$ cat src/rtl/controle_rodadas.sv
// Round controller for the Simon-style music game: plays a growing
// prefix of the song, then checks the player's presses note by note.
module controle_rodadas #(
    parameter int N_BOTOES  = 4,
    parameter int ADDR_W    = 4,
    parameter int MAX_ERROS = 3,
    parameter int T_NOTA    = 1000,
    parameter int T_JOGADA  = 5000,
    localparam int ERR_W = (MAX_ERROS < 1) ? 1 : $clog2(MAX_ERROS + 1)
) (
    input  logic                clock,
    input  logic                reset_n,
    input  logic                jogar,
    input  logic                treinamento,
    input  logic [ADDR_W-1:0]   ultima_rodada,
    input  logic [N_BOTOES-1:0] nota_mem,
    input  logic [N_BOTOES-1:0] botoes,
    output logic [ADDR_W-1:0]   endereco,
    output logic [ADDR_W-1:0]   rodada,
    output logic [ERR_W-1:0]    erros,
    output logic [N_BOTOES-1:0] nota_tocar,
    output logic                tocando,
    output logic                espera,
    output logic                acertou,
    output logic                perdeu,
    output logic                pronto,
    output logic [3:0]          db_estado
);

    localparam logic [3:0] INICIAL       = 4'h0;
    localparam logic [3:0] PREPARA       = 4'h1;
    localparam logic [3:0] TOCA_NOTA     = 4'h2;
    localparam logic [3:0] ESPERA_JOGADA = 4'h3;
    localparam logic [3:0] REGISTRA      = 4'h4;
    localparam logic [3:0] ESPERA_SOLTAR = 4'h5;
    localparam logic [3:0] COMPARACAO    = 4'h6;
    localparam logic [3:0] ERROU         = 4'h7;
    localparam logic [3:0] PROX_RODADA   = 4'h8;
    localparam logic [3:0] FIM_ACERTOU   = 4'h9;
    localparam logic [3:0] FIM_PERDEU    = 4'hA;
    localparam logic [3:0] MODO_TREINO   = 4'hB;

    localparam int T_MAX = (T_NOTA > T_JOGADA) ? T_NOTA : T_JOGADA;
    localparam int TMR_W = $clog2(T_MAX + 1);

    localparam logic [TMR_W-1:0] FIM_NOTA   = TMR_W'(T_NOTA - 1);
    localparam logic [TMR_W-1:0] FIM_JOGADA = TMR_W'(T_JOGADA - 1);
    localparam logic [ERR_W:0]   ERR_LIM    = (ERR_W + 1)'(MAX_ERROS);

    logic [3:0]          st_q,  st_d;
    logic [ADDR_W-1:0]   end_q, end_d;
    logic [ADDR_W-1:0]   rod_q, rod_d;
    logic [ADDR_W-1:0]   lim_q, lim_d;
    logic [ERR_W-1:0]    err_q, err_d;
    logic [TMR_W-1:0]    tmr_q, tmr_d;
    logic [N_BOTOES-1:0] reg_q, reg_d;

    logic [ERR_W:0]   err_inc;
    logic [ERR_W-1:0] err_sat;
    logic             press;

    // Unsaturated increment decides the loss; saturated one is stored.
    assign err_inc = {1'b0, err_q} + (ERR_W + 1)'(1);
    assign err_sat = (&err_q) ? err_q : err_q + ERR_W'(1);
    assign press   = (botoes != '0);

    always_comb begin
        st_d  = st_q;
        end_d = end_q;
        rod_d = rod_q;
        lim_d = lim_q;
        err_d = err_q;
        tmr_d = tmr_q;
        reg_d = reg_q;
        case (st_q)
            INICIAL: begin
                if (jogar) begin
                    st_d = treinamento ? MODO_TREINO : PREPARA;
                end
            end
            PREPARA: begin
                lim_d = ultima_rodada;
                rod_d = '0;
                end_d = '0;
                err_d = '0;
                tmr_d = '0;
                st_d  = TOCA_NOTA;
            end
            TOCA_NOTA: begin
                if (tmr_q == FIM_NOTA) begin
                    tmr_d = '0;
                    if (end_q == rod_q) begin
                        end_d = '0;
                        st_d  = ESPERA_JOGADA;
                    end else begin
                        end_d = end_q + ADDR_W'(1);
                    end
                end else begin
                    tmr_d = tmr_q + TMR_W'(1);
                end
            end
            ESPERA_JOGADA: begin
                if (press) begin
                    reg_d = botoes;
                    st_d  = REGISTRA;
                end else if (tmr_q == FIM_JOGADA) begin
                    st_d = ERROU;
                end else begin
                    tmr_d = tmr_q + TMR_W'(1);
                end
            end
            REGISTRA: st_d = ESPERA_SOLTAR;
            ESPERA_SOLTAR: begin
                if (!press) begin
                    st_d = COMPARACAO;
                end
            end
            COMPARACAO: begin
                tmr_d = '0;
                if (reg_q != nota_mem) begin
                    st_d = ERROU;
                end else if (end_q != rod_q) begin
                    end_d = end_q + ADDR_W'(1);
                    st_d  = ESPERA_JOGADA;
                end else begin
                    st_d = (rod_q == lim_q) ? FIM_ACERTOU : PROX_RODADA;
                end
            end
            ERROU: begin
                err_d = err_sat;
                if (MAX_ERROS != 0 && err_inc == ERR_LIM) begin
                    st_d = FIM_PERDEU;
                end else begin
                    end_d = '0;
                    tmr_d = '0;
                    st_d  = TOCA_NOTA;
                end
            end
            PROX_RODADA: begin
                rod_d = rod_q + ADDR_W'(1);
                end_d = '0;
                tmr_d = '0;
                st_d  = TOCA_NOTA;
            end
            FIM_ACERTOU, FIM_PERDEU: begin
                if (jogar) begin
                    st_d = PREPARA;
                end
            end
            MODO_TREINO: begin
                if (!treinamento) begin
                    st_d = INICIAL;
                end
            end
            default: st_d = INICIAL;
        endcase
    end

    always_ff @(posedge clock or negedge reset_n) begin
        if (!reset_n) begin
            st_q  <= INICIAL;
            end_q <= '0;
            rod_q <= '0;
            lim_q <= '0;
            err_q <= '0;
            tmr_q <= '0;
            reg_q <= '0;
        end else begin
            st_q  <= st_d;
            end_q <= end_d;
            rod_q <= rod_d;
            lim_q <= lim_d;
            err_q <= err_d;
            tmr_q <= tmr_d;
            reg_q <= reg_d;
        end
    end

    always_comb begin
        nota_tocar = '0;
        tocando    = 1'b0;
        if (st_q == TOCA_NOTA) begin
            nota_tocar = nota_mem;
            tocando    = 1'b1;
        end else if (st_q == MODO_TREINO) begin
            nota_tocar = botoes;
            tocando    = press;
        end
    end

    assign endereco  = end_q;
    assign rodada    = rod_q;
    assign erros     = err_q;
    assign espera    = (st_q == ESPERA_JOGADA);
    assign acertou   = (st_q == FIM_ACERTOU);
    assign perdeu    = (st_q == FIM_PERDEU);
    assign pronto    = acertou | perdeu;
    assign db_estado = st_q;

endmodule

$ cat config.mk
export PLATFORM = sky130hd
export DESIGN_NAME = controle_rodadas
export DESIGN_NICKNAME = d
export VERILOG_FILES = /design/src/rtl/controle_rodadas.sv
export SDC_FILE = /design/constraint.sdc
export NUM_CORES = 1
export LEC_CHECK = 0
export ABC_AREA = 1
export CAP_MARGIN = 15
export CORE_ASPECT_RATIO = 0.75
export CORE_MARGIN = 3
export CORE_UTILIZATION = 60
export CTS_BUF_LIST = sky130_fd_sc_hd__clkbuf_8
export CTS_CLUSTER_DIAMETER = 200
export DETAILED_ROUTE_END_ITERATION = 12
export PLACE_DENSITY = 0.86
export RECOVER_POWER = 25
export SLEW_MARGIN = 15
export SYNTH_ARGS = -nofsm -noshare
export SYNTH_HDL_FRONTEND = slang
export SYNTH_SLANG_ARGS = --single-unit
$ cat constraint.sdc
create_clock -name clock -period 4.5 [get_ports clock]
set_clock_uncertainty 0.05 [all_clocks]
set_input_delay 0.675 -clock clock [delete_from_list [all_inputs] [get_ports clock]]
set_output_delay 0.675 -clock clock [all_outputs]
set_load 0.03 [all_outputs]
### After elaboration in Yosys (flattened, before gate mapping)

Index checks and enable logic that the tools add are counted.

| word-level totals | value |
|---|---|
| flip-flop bits (word level) | 35 |

| operators by class | value |
|---|---|
| $add $sub $neg | 5 |
| equality and inequality tests | 31 |
| mux-type cells | 32 |
| bitwise gates (word level) | 1 |
| reduce and logical (&&, ||, !) cells | 15 |

Operators with widths:

| kind | count |
|---|---|
| $mux W4 | 19 |
| $mux W13 | 4 |
| $pmux W13 S4 | 1 |
| $pmux W4 S10 | 1 |
| $ne A2 B2 Y1 const B | 12 |
| $eq A4 B3 Y1 const B | 4 |
| $eq A4 B4 Y1 const B | 4 |
| $pmux W4 S4 | 1 |
| $add A13 B1 Y13 const B | 1 |
| $eq A13 B10 Y1 const B | 1 |
| $eq A13 B13 Y1 const B | 1 |
| $reduce_bool A4 Y1 | 3 |
| $add A4 B1 Y4 const B | 2 |
| $eq A4 B2 Y1 const B | 2 |
| $eq A4 B4 Y1 | 2 |
| $ne A4 B4 Y1 | 2 |
| $pmux W4 S2 | 1 |
| $reduce_and A7 Y1 | 1 |
| $reduce_and A2 Y1 | 3 |
| $reduce_and A5 Y1 | 1 |
| $eq A4 B1 Y1 const B | 1 |
| $logic_not A4 Y1 | 1 |
| $pmux W2 S2 | 1 |
| $reduce_and A4 Y1 | 1 |
| 10 further kinds | 14 |

### Longest topological paths before layout

| logic depth | value |
|---|---|
| depth after elaboration | 5 |
| depth in mapped cells | 13 |
| mapped depth without buffers | 12 |

### Worst setup path after synthesis

Ideal clock, no wire load.

| path | value |
|---|---|
| kind | reg-to-output |
| from | register st_q[1], in the netlist db_estado[1] |
| to | output nota_tocar[0] |
| arrival time | 1,593 ps |
| required time | 3,775 ps |
| setup slack | 2,182 ps |
| stages on the path, launching flop included | 5 |
| buffers on the path | 0 |
| path through | dfrtp_1 -> inv_1 -> nor2_1 -> nand2_1 -> o22ai_1 |

| between the ends | value |
|---|---|
| word-level cells in the longest chain between the ends | 3 |
| elaborated cells between the ends (all ways) | 4 |

Ends and longest elaborated chain:

| what | RTL line | RTL |
|---|---|---|
| start, declared | 50 | `logic [3:0] st_q, st_d;` |
| start signal, assigned | 169 | `st_q <= st_d;` |
| $eq A4 B4 Y1 | 185 | `end else if (st_q == MODO_TREINO) begin` |
| $mux W4 | 185 |  |
| $mux W4 (*) | 182 | `if (st_q == TOCA_NOTA) begin` |
| end, declared | 21 | `output logic [N_BOTOES-1:0] nota_tocar,` |

Mark *: on every way between the ends. The rest lies on a longest branch, timed or not.

### Worst setup path in the final report

| path | value |
|---|---|
| from | input botoes[0] |
| to | output tocando |

| between the ends | value |
|---|---|
| word-level cells in the longest chain between the ends | 3 |

Ends and longest elaborated chain:

| what | RTL line | RTL |
|---|---|---|
| start, declared | 17 | `input logic [N_BOTOES-1:0] botoes,` |
| $reduce_bool A4 Y1 | 65 | `assign press = (botoes != '0);` |
| $mux W1 | 185 |  |
| $mux W1 | 182 |  |
| end, declared | 22 | `output logic tocando,` |

No other way between the ends.

==> out/metrics.cfg <==
[timing]
final_worst_path_period_share = 0.694
slew_viol_final = 36
actual_transition_at_the_worst_max_transition_pin_ns = 1.93
max-slew-margin-rel = -0.285
timing.setup.tns_ns = 0
fin_worst_hold_slack_ns = 0.454
fmaxAchievable_mhz = 320
finalCriticalPeriod_ns = 3.12
rsz0062_at_grt = false
final-hold-violation-count = 0
setup_viol = 0

[clock_tree]
clock_sink_count = 35
post_cts_buffers = 0
cts-root-buf = clkbuf_8
cts_hold_buffers = 0
clkLatencyLatePin_ns = 0.29
path_clk_slew_ns = 0.08
numCtsBuffers = 5
post_cts.resized_instances = 0
cts-root-to-sink-buffers = 2
cts_tree = built
htreeDepth = 2

[critical_path]
crit_start = botoes[0]
critPathBufInv = 3
timing.critical_path.cells = clkdlybuf4s50_1, inv_1, nand3_1, nand3_1, nand2_1, clkdlybuf4s50_1
timing.rr.start = db_estado[0]
path_class = in -> out
crit_required_ns = 3.77
worstSetupStartpointType = input port
critPathSlowestCell = clkdlybuf4s50_1
cp_data_arrival_time_ns = 2.40
cp-end-kind = output port
stage_delay_of_the_slowest_cell_on_the_critical_path_ns = 0.67
top_family_by_delay_on_critical_path = buffers and inverters
critPathMaxFanout = 5

[floorplan]
die_x_um = 83.7
dieHeight_um = 64.3
initial_core_util = 0.646
die_area_mm2 = 0.00538
top_level_ports = 39
floorplan.core_area_mm2 = 0.00420
num_rows = 20

[placed_design]
numPortBuffers = 38
gp_congestion = 0.928
dpl.hpwl_mm = 5.48

[global_routing]
track_usage = 0.292
grt-ovfl-total = 0
grt_pass1_wl_mm = 12.7
antenna_found_initial = 0
first_global_vias = 2754
grt_max_degree = 36

[drt]
drt_first_pass_iters = 5
post_route_drc = 0
drt-vias-per-instance = 5.46
via_count = 2847
antenna_violating_nets_post_route = 0
finalWirelength_mm = 7.17
detailedRoute.firstIterationViolations = 307
post_drt_wl_per_cell_um = 13.8

[synth]
netlist_top_cells_count = 164 x nand2_1, 52 x inv_1, 41 x nor2_1
yosys_warnings = 0
netlist_top_cells_area = dfrtp_1 32%, nand2_1 23%, inv_1 7.2%, nand3_1 6.6%, nor2_1 5.7%
synth-async-reset-ratio = 1.00
syn_area_per_cell_um2 = 6.44
syn-num-nets = 443
netlist_area_mm2 = 0.00272
synth.ff_latch_count = 35
post-synth-top-count-cell = nand2_1
synth_edf_count = 0
synthCells = 422
synth_sequential_area_ratio = 0.322
synth_top_area_share = 0.322
synth_ff_type = dfrtp_1
synthDistinctLibCells = 31
yosys.area.top_type = dfrtp_1

[pwr]
vdd_drop_max_v = 0.000372
static-leakage-power_nw = 1.71
clock_power_share = 0.138
p_per_area_mw_per_mm2 = 565
combPwrFrac = 0.578
intPower_mw = 0.878
power_mw = 1.83
power_share_of_the_sequential_group = 0.284
p_sw_frac = 0.521
power_spent_charging_and_discharging_nets_mw = 0.956

[layout]
final_layout_size_suffix_gt1_frac = 0.0794
fill_cells = 328
num-nets-final = 486
antenna_cells_inserted = 0
area_delta_synth_final_pct = 19.5

[min_path]
timing.hold.worst.start = lim_q[3]
worst_hold_path_class = reg -> reg

[run_status]
run_status = complete, but fails checks
failing_checks = max-capacitance violations, max-slew violations

[job]
maxCapViolations = 1

-- tightest hold or removal path, cell delays in order (launching register included) --
cell and delay [ns]:
dfrtp_1 0.36, nand2_1 0.06, nand2_1 0.06
-- power by group through the flow --
stage                     sequential, mW  combinational (mW)  clock [mW]
after floorplan                    0.541               0.739           0
after global placement             0.520                1.02           0
after detailed placement           0.524                1.05           0
after CTS                          0.519                1.05       0.254
after global routing               0.537                1.19       0.266
final                              0.521                1.06       0.253
-- worst paths after layout --
path / endpoint / depth (start not counted) / slack [ns]
max in group asynchronous: db_estado[2] / 2 / 1.90
setup reg to reg: tmr_q[2] / 9 / 2.30
hold / removal: lim_q[3] / 2 / 0.45
hold reg to reg: lim_q[3] / 2 / 0.45
setup / recovery: tocando / 6 / 1.38
min in group asynchronous: tmr_q[6] / 2 / 1.39
-- area by class of cell --
type	instances	area [µm²]	area share
multi-input cells	324	1590	0.489
inverters	60	233	0.0717
well taps	55	68.8	0.0212
clock buffers	6	82.6	0.0254
clock inverters	2	16.3	0.00501
repair buffers	39	384	0.118
flip-flops and latches	35	876	0.270
-- metrics by stage --
stage | util | cells | cell area (µm²) | worst slack [ns]
2_1_floorplan | - | 422 | 2720 | 2.18
3_3_place_gp | 0.750 | 513 | 3150 | 1.47
3_5_place_dp | 0.750 | 513 | 3150 | 1.38
4_1_cts | 0.773 | 521 | 3250 | 1.38
5_1_grt | 0.772 | 521 | 3250 | 1.25
6_report | 0.772 | 521 | 3250 | 1.38
-- cell families (layout without fill, tap and decap cells) --
logic type / after synthesis / in the layout / synth area share
DFF: 35 / 35 / 0.322
AOI/OAI and AO/OA: 38 / 38 / 0.0783
xor gates and xnor gates: 10 / 10 / 0.0322
adders and majority gates: 5 / 5 / 0.0230
buffers and inverters: 63 / 107 / 0.0939
and+or+nand+nor: 271 / 271 / 0.450
-- registers in the layout, indices dropped and copies added (netlist names) --
register   count
endereco       4
tmr_q         13
reg_q          4
rodada         4
lim_q          4
erros          2
db_estado      4
-- cells in the final DEF (no fill, tap or decap) --
master,netlist,layout
nand2_1,164,164
inv_1,52,52
nor2_1,41,41
clkdlybuf4s50_1,0,37
nand3_1,36,36
dfrtp_1,35,35
o21ai_0,20,20
inv_2,7,7
nand4_1,7,7
nand2_2,6,6
o22ai_1,6,6
a21oi_1,6,6
clkbuf_8,0,6
xor2_1,5,5
xnor2_1,5,5
ha_1,5,5
nor2_4,4,4
nor3_1,3,3
nand2_8,2,2
nand3_2,2,2
nand2_4,2,2
o211ai_1,2,2
o21ai_2,2,2
inv_8,1,1
o31ai_1,1,1
nor2_2,1,1
nand3b_1,1,1
o21ai_1,1,1
nand3b_4,1,1
nor3_4,1,1
clkinv_4,0,1
clkinvlp_4,0,1
dlygate4sd3_1,0,1
clkbuf_1,1,1
-- metal layers --
layer,vias to the layer above,GRT usage,share of wire
met5,-,0,0
met1,1297,0.420,0.46
li1,1414,-,-
met3,10,0.0477,0.094
met4,0,0.0723,0.010
met2,126,0.458,0.43
No activity file was read; power rests on OpenSTA's default activity.
